File: src/rtl/uart_rx_if.sv
// uart_rx output bundle: received-byte stream plus fault pulses.
// master = receiver side, slave = downstream consumer.
interface uart_rx_if;
  logic [7:0] m_axis_tdata_o;
  logic       m_axis_tvalid_o;
  logic       m_axis_tready_i;
  logic       frame_err_o;
  logic       overrun_o;
  logic       parity_err_o;

  modport master (
    output m_axis_tdata_o,
    output m_axis_tvalid_o,
    input  m_axis_tready_i,
    output frame_err_o,
    output overrun_o,
    output parity_err_o
  );

  modport slave (
    input  m_axis_tdata_o,
    input  m_axis_tvalid_o,
    output m_axis_tready_i,
    input  frame_err_o,
    input  overrun_o,
    input  parity_err_o
  );
endinterface

File: src/rtl/uart_rx.sv
// uart_rx: oversampling 8N1 deframer with a one-entry stream output.
// Define UART_RX_PARITY_EN for 8E1 frames with parity checking.
module uart_rx #(
  parameter int CLK_FREQ = 160_000_000,
  parameter int BAUD     = 115200
) (
  input  logic       clk_i,
  input  logic       rst_i,
  input  logic       rx_i,
  uart_rx_if.master  m_axis
);

  localparam int CPB  = CLK_FREQ / BAUD;
  localparam int HALF = CPB / 2;
  localparam int CW   = (CPB > 1) ? $clog2(CPB) : 1;

  if (CPB < 4) begin : g_cpb_chk
    $error("uart_rx: CLK_FREQ/BAUD must be at least 4");
  end

`ifdef UART_RX_PARITY_EN
  typedef enum logic [2:0] {
    HUNT, IDLE, START, DATA, PARITY, STOP
  } state_t;
`else
  typedef enum logic [2:0] {
    HUNT, IDLE, START, DATA, STOP
  } state_t;
`endif

  state_t     state_q, state_d;
  logic       sync1_q, sync1_d;
  logic       rx_s_q, rx_s_d;
  logic [CW-1:0] cnt_q, cnt_d;
  logic [2:0] bitidx_q, bitidx_d;
  logic [7:0] shift_q, shift_d;
  logic [7:0] tdata_q, tdata_d;
  logic       tvalid_q, tvalid_d;
  logic       frame_err_q, frame_err_d;
  logic       overrun_q, overrun_d;
`ifdef UART_RX_PARITY_EN
  logic       par_q, par_d;
  logic       parity_err_q, parity_err_d;
`endif

  logic tick;
  logic half_tick;
  logic par_ok;
  logic deliver;
  logic tready;

  assign tready    = m_axis.m_axis_tready_i;
  assign tick      = (cnt_q == CW'(CPB - 1));
  assign half_tick = (cnt_q == CW'(HALF - 1));

  // next-state: synchronizer, bit timing, deframing, delivery
  always_comb begin
    sync1_d     = rx_i;
    rx_s_d      = sync1_q;
    state_d     = state_q;
    cnt_d       = tick ? '0 : cnt_q + 1'b1;
    bitidx_d    = bitidx_q;
    shift_d     = shift_q;
    tdata_d     = tdata_q;
    tvalid_d    = tvalid_q & ~tready;
    frame_err_d = 1'b0;
    overrun_d   = 1'b0;
    deliver     = 1'b0;
`ifdef UART_RX_PARITY_EN
    par_d        = par_q;
    parity_err_d = 1'b0;
    par_ok       = ((^shift_q) == par_q);
`else
    par_ok       = 1'b1;
`endif

    unique case (state_q)
      HUNT: begin
        if (rx_s_q) state_d = IDLE;
      end
      IDLE: begin
        if (!rx_s_q) begin
          cnt_d   = '0;
          state_d = START;
        end
      end
      START: begin
        if (half_tick) begin
          if (!rx_s_q) begin
            state_d  = DATA;
            cnt_d    = '0;
            bitidx_d = '0;
          end else begin
            state_d = IDLE;
          end
        end
      end
      DATA: begin
        if (tick) begin
          shift_d  = {rx_s_q, shift_q[7:1]};
          bitidx_d = bitidx_q + 3'd1;
          if (bitidx_q == 3'd7) begin
`ifdef UART_RX_PARITY_EN
            state_d = PARITY;
`else
            state_d = STOP;
`endif
          end
        end
      end
`ifdef UART_RX_PARITY_EN
      PARITY: begin
        if (tick) begin
          par_d   = rx_s_q;
          state_d = STOP;
        end
      end
`endif
      STOP: begin
        if (tick) begin
          if (!rx_s_q) begin
            frame_err_d = 1'b1;
            state_d     = HUNT;
          end else if (!par_ok) begin
`ifdef UART_RX_PARITY_EN
            parity_err_d = 1'b1;
`endif
            state_d = IDLE;
          end else begin
            deliver = 1'b1;
            state_d = IDLE;
          end
        end
      end
      default: state_d = HUNT;
    endcase

    if (deliver) begin
      if (!tvalid_q || tready) begin
        tdata_d  = shift_q;
        tvalid_d = 1'b1;
      end else begin
        overrun_d = 1'b1;
      end
    end
  end

  // state and output registers, synchronous reset
  always_ff @(posedge clk_i) begin
    if (rst_i) begin
      sync1_q     <= 1'b1;
      rx_s_q      <= 1'b1;
      state_q     <= HUNT;
      cnt_q       <= '0;
      bitidx_q    <= '0;
      shift_q     <= '0;
      tdata_q     <= '0;
      tvalid_q    <= 1'b0;
      frame_err_q <= 1'b0;
      overrun_q   <= 1'b0;
`ifdef UART_RX_PARITY_EN
      par_q        <= 1'b0;
      parity_err_q <= 1'b0;
`endif
    end else begin
      sync1_q     <= sync1_d;
      rx_s_q      <= rx_s_d;
      state_q     <= state_d;
      cnt_q       <= cnt_d;
      bitidx_q    <= bitidx_d;
      shift_q     <= shift_d;
      tdata_q     <= tdata_d;
      tvalid_q    <= tvalid_d;
      frame_err_q <= frame_err_d;
      overrun_q   <= overrun_d;
`ifdef UART_RX_PARITY_EN
      par_q        <= par_d;
      parity_err_q <= parity_err_d;
`endif
    end
  end

  assign m_axis.m_axis_tdata_o  = tdata_q;
  assign m_axis.m_axis_tvalid_o = tvalid_q;
  assign m_axis.frame_err_o     = frame_err_q;
  assign m_axis.overrun_o       = overrun_q;
`ifdef UART_RX_PARITY_EN
  assign m_axis.parity_err_o    = parity_err_q;
`else
  assign m_axis.parity_err_o    = 1'b0;
`endif

endmodule

File: src/flat_wrapper.sv
// flat-port wrapper written by rule: the top's interface ports become plain ports
module uart_rx_flat 
#(
  parameter int CLK_FREQ = 160_000_000,
  parameter int BAUD     = 115200
)
  (clk_i, rst_i, rx_i, m_axis_m_axis_tdata_o, m_axis_m_axis_tvalid_o, m_axis_m_axis_tready_i, m_axis_frame_err_o, m_axis_overrun_o, m_axis_parity_err_o);
  uart_rx_if m_axis_i ();
  input  logic clk_i;
  input  logic rst_i;
  input  logic rx_i;
  output wire logic [$bits(m_axis_i.m_axis_tdata_o)-1:0] m_axis_m_axis_tdata_o;
  output wire logic [$bits(m_axis_i.m_axis_tvalid_o)-1:0] m_axis_m_axis_tvalid_o;
  input wire logic [$bits(m_axis_i.m_axis_tready_i)-1:0] m_axis_m_axis_tready_i;
  output wire logic [$bits(m_axis_i.frame_err_o)-1:0] m_axis_frame_err_o;
  output wire logic [$bits(m_axis_i.overrun_o)-1:0] m_axis_overrun_o;
  output wire logic [$bits(m_axis_i.parity_err_o)-1:0] m_axis_parity_err_o;
  assign m_axis_m_axis_tdata_o = m_axis_i.m_axis_tdata_o;
  assign m_axis_m_axis_tvalid_o = m_axis_i.m_axis_tvalid_o;
  assign m_axis_i.m_axis_tready_i = m_axis_m_axis_tready_i;
  assign m_axis_frame_err_o = m_axis_i.frame_err_o;
  assign m_axis_overrun_o = m_axis_i.overrun_o;
  assign m_axis_parity_err_o = m_axis_i.parity_err_o;
  uart_rx #(.CLK_FREQ(CLK_FREQ), .BAUD(BAUD)) u_core (.clk_i(clk_i), .rst_i(rst_i), .rx_i(rx_i), .m_axis(m_axis_i));
endmodule
File: config.mk
export PLATFORM = sky130hd
export DESIGN_NAME = uart_rx_flat
export DESIGN_NICKNAME = d
export VERILOG_FILES = /design/src/rtl/uart_rx_if.sv /design/src/rtl/uart_rx.sv /design/src/flat_wrapper.sv
export SDC_FILE = /design/constraint.sdc
export NUM_CORES = 1
export LEC_CHECK = 0
export ABC_AREA = 1
export BUFFER_PORTS_ARGS = -buffer_cell sky130_fd_sc_hd__buf_2
export CAP_MARGIN = 10
export CORE_ASPECT_RATIO = 0.6
export CORE_MARGIN = 2
export CORE_UTILIZATION = 40
export CTS_CLUSTER_SIZE = 8
export DETAILED_ROUTE_END_ITERATION = 8
export PLACE_DENSITY = 0.65
export SLEW_MARGIN = 20
export SYNTH_ARGS = -nofsm -noshare
export SYNTH_HDL_FRONTEND = slang
export SYNTH_SLANG_ARGS = --single-unit
export TNS_END_PERCENT = 1
File: constraint.sdc
create_clock -name clk_i -period 2.6 [get_ports clk_i]
set_input_delay 0.52 -clock clk_i [delete_from_list [all_inputs] [get_ports clk_i]]
set_output_delay 0.52 -clock clk_i [all_outputs]
set_load 0.05 [all_outputs]
==> flow_metrics.env <==
export IMPL_mappedNetlistNets=233
export IMPL_route_vias_total=1381
export IMPL_report_final_setup_viol=0
export IMPL_netlist_area_leader_share_pct=44.84
export IMPL_cts_path_max_buffers=2
export IMPL_coreArea_um2=4099
export IMPL_final_period_minus_worst_setup_slack_ns=1.762
export IMPL_run_status="finished, final reports clean"
export IMPL_post_cts_repair_setup_buffers=0
export IMPL_fillers=428
export IMPL_floorplan_rows=18
export IMPL_iteration_count_of_the_initial_detailed_routing_pass=4
export IMPL_wl_um=3324
export IMPL_r2r_start="u_core.cnt_q[0]"
export IMPL_cts_root_buf="clkbuf_8"
export IMPL_fp_dieArea_um2=4796
export IMPL_port_buffers=14
export IMPL_timing_critical_path_cells="ha_1 -> nand2_1 -> nor2_2 -> nand3_2 -> nor2_1 -> nand2_1 -> nor2_1 -> nor2_1"
export IMPL_routabilityCongestion=0.8365
export IMPL_power_per_cell_area_nw_per_um2=633.0
export IMPL_timing_hold_violations_final=0
export IMPL_post_synth_num_cell_types=29
export IMPL_post_synth_edffs=0
export IMPL_num_nets_final=250
export IMPL_grt_use_met3_pct=5.128
export IMPL_drtAntennaViolNets=0
export IMPL_cts_made_buffers=5
export IMPL_dp_worst_setup_slack_ns=0.8350
export IMPL_timing_clock_skew_ns=0.006313
export IMPL_cts_htree_levels=2
export IMPL_drc=0
export IMPL_die_height_um=54.45
export IMPL_grt_busiest_layer="met1"
export IMPL_floorplan_initialDensity_pct=41.39
export IMPL_grt_setup_unrepaired="false"
export IMPL_post_route_worst_setup_slack_ns=0.8380
export IMPL_synthesis_area_um2=1697
export IMPL_cpPeakStageDelay_ns=0.38
export IMPL_cp_data_required_time_ns=2.79
export IMPL_fmaxAchievable_mhz=567.5
export IMPL_grt_util_all_layers_pct=15.84
export IMPL_cts_clk_slew_worst_paths_ns=0.07
export IMPL_critical_path_class="flop to flop"
export IMPL_critPathMaxFanout=11
export IMPL_fin_tns_setup_ns=0
export IMPL_drive_gt1_share_pct=14.88
export IMPL_worst_skew_pair_late_latency_ns=0.29
export IMPL_leakage_nw=0.8423
export IMPL_r2r_cells=8
export IMPL_synth_top_flop_cell="dfxtp_1"
export IMPL_critical_path_slowest_cell="dfxtp_1"
export IMPL_synth_area_top_cells="dfxtp_1, nor2_1, nand2_1"
export IMPL_first_iter_violations=141
export IMPL_synthesis_area_per_instance_um2=7.541
export IMPL_synthToLayoutAreaGrowth_pct=11.65
export IMPL_asyncSetResetFlopFracSynth_pct=0
export IMPL_maximum_number_of_pins_on_one_net_before_global_route_repair=21
export IMPL_origin_of_the_worst_setup_path="u_core.cnt_q[0]"
export IMPL_ys_seq_elements=38
export IMPL_cts_tree="yes"
export IMPL_final_max_slew_viol_count=0
export IMPL_first_global_vias=1140
export IMPL_critPathArrivalTime_ns=1.95
export IMPL_dp_final_hpwl_um=2478
export IMPL_globalRouteMet2Util_pct=18.56
export IMPL_ff2ff_setup_slack_ns=0.84
export IMPL_crit_end="u_core.m_axis.m_axis_tdata_o[3]"
export IMPL_cpMostUsedCell="nor2_1"
export IMPL_placedInstanceArea_um2=1815
export IMPL_floorplan_die_width_um=88.08
export IMPL_use_met1_pct=25.41
export IMPL_ys_warn_count=0
export IMPL_cts_sink_count=38
export IMPL_sequential_cell_area_um2=760.7
export IMPL_cp_start_kind="flop"
export IMPL_synthCells=225
export IMPL_min_period_over_period_pct=67.77
export IMPL_max_cap_violations=0
export IMPL_cts_resized_gates=0
export IMPL_grt_pass1_wl_um=5520
export IMPL_r2r_end="u_core.m_axis.m_axis_tdata_o[3]"
export IMPL_num_antenna_cells=0
export IMPL_hold_path_class="flop to flop"
export IMPL_overflow=0
export IMPL_worst_ir_drop_vdd_mv=0.3560
export IMPL_pin_count=16
export IMPL_cts_hold_fix_buffers=0
export IMPL_footprint_of_the_multi_input_gates_um2=812.0
export IMPL_synth_top_cell_by_area="dfxtp_1"
export IMPL_post_route_cell_area_um2=1894
export IMPL_number_of_antenna_violations_at_the_first_check_in_global_routing=0
export IMPL_synth_sequential_area_ratio_pct=44.84
export IMPL_timing_critical_path_to_type="flop"
export IMPL_via_per_inst=4.573
export IMPL_wl_per_cell_um=11.01
[power by group]
part | internal (mW) | switching (mW) | total (mW)
registers | 0.603 | 0.0341 | 0.637
clock network | 0.180 | 0.197 | 0.377
logic | 0.0617 | 0.123 | 0.185
total | 0.845 | 0.354 | 1.20
[routing by layer]
| metal | routed length [um] | vias up |
|---|---|---|
| li1 | - | 742 |
| met1 | 1913 | 598 |
| met2 | 1122 | 36 |
| met3 | 249 | 5 |
| met4 | 39 | 0 |
| met5 | 0 | - |
[placed cells by master, fill, tap and decap left out, types with 2 or more instances in the layout]
cell / netlist / final
buf_2: 2 / 14
inv_2: 3 / 3
nor2_8: 2 / 2
dfxtp_1: 38 / 38
nand3_2: 2 / 2
nand2_1: 35 / 35
ha_1: 4 / 4
xor2_1: 7 / 7
nor2_1: 52 / 52
nand4_1: 2 / 2
a21oi_1: 5 / 5
inv_1: 20 / 20
nand3_1: 9 / 9
o21ai_0: 18 / 18
or2_2: 2 / 2
clkinv_2: 0 / 2
clkbuf_8: 0 / 5
nor3_1: 11 / 11
[cell usage after synthesis, types with 2 or more instances]
library cell / n
nand2_1: 35
nor3_1: 11
nand3_2: 2
inv_1: 20
nand3_1: 9
dfxtp_1: 38
o21ai_0: 18
nor2_1: 52
a21oi_1: 5
nor2_8: 2
buf_2: 2
ha_1: 4
xor2_1: 7
nand4_1: 2
inv_2: 3
or2_2: 2
[sequential cells by signal (all words and copies together), names as in the netlist]
signal,flops
u_core.m_axis.overrun_o,1
u_core.m_axis.m_axis_tdata_o,8
u_core.cnt_q,11
u_core.rx_s_q,1
u_core.bitidx_q,3
u_core.rx_s_d,1
u_core.m_axis.frame_err_o,1
u_core.m_axis.m_axis_tvalid_o,1
u_core.shift_q,8
u_core.state_q,3
[through the flow]
step | hold slack [ns] | power [mW] | util [%] | instances
after floorplan | 0.3895 | 0.7928 | - | 225
after global placement | 0.3911 | 0.8348 | 44.29 | 295
after detailed placement | 0.3967 | 0.8313 | 44.29 | 295
after CTS | 0.4075 | 1.208 | 46.21 | 302
after global routing | 0.4023 | 1.264 | 46.21 | 302
final | 0.4103 | 1.199 | 46.21 | 302
[how the worst min path moves through the flow]
stage          cells past startpoint       endpoint          start
2_1_floorplan                      1  u_core.rx_s_q  u_core.rx_s_d
3_3_place_gp                       1  u_core.rx_s_q  u_core.rx_s_d
3_5_place_dp                       1  u_core.rx_s_q  u_core.rx_s_d
4_1_cts                            2  u_core.rx_s_d           rx_i
5_1_grt                            2  u_core.rx_s_d           rx_i
6_report                           1  u_core.rx_s_q  u_core.rx_s_d
[worst max-delay path: cells and delay by family (launching register included)]
family | cells | cell delay, ns
fa+ha+maj | 1 | 0.23
flops | 1 | 0.38
simple gates | 7 | 1.05
[logic make-up (layout without fill, tap and decap cells)]
| kind of cell | count (synthesis) | after routing | share of synthesized area, % |
|---|---|---|---|
| AND/OR/NAND/NOR | 119 | 119 | 32.45 |
| XOR/XNOR | 8 | 8 | 4.130 |
| other | 1 | 1 | 0.2210 |
| buffers and inverters | 29 | 46 | 7.300 |
| AO/OA/AOI/OAI | 26 | 26 | 8.113 |
| flip-flops | 38 | 38 | 44.84 |
| adder cells (fa/ha/maj) | 4 | 4 | 2.950 |
[final cells by class]
type                       instances  area share [%]
multi-input combinational        158           42.87
sequential                        38           40.16
tap                               60           3.963
inverter                          24           4.756
clock inverter                     2          0.5284
clock buffer                       5           3.633
timing repair buffer              15           4.095
Note: power is estimated with default switching activity, not from simulation.
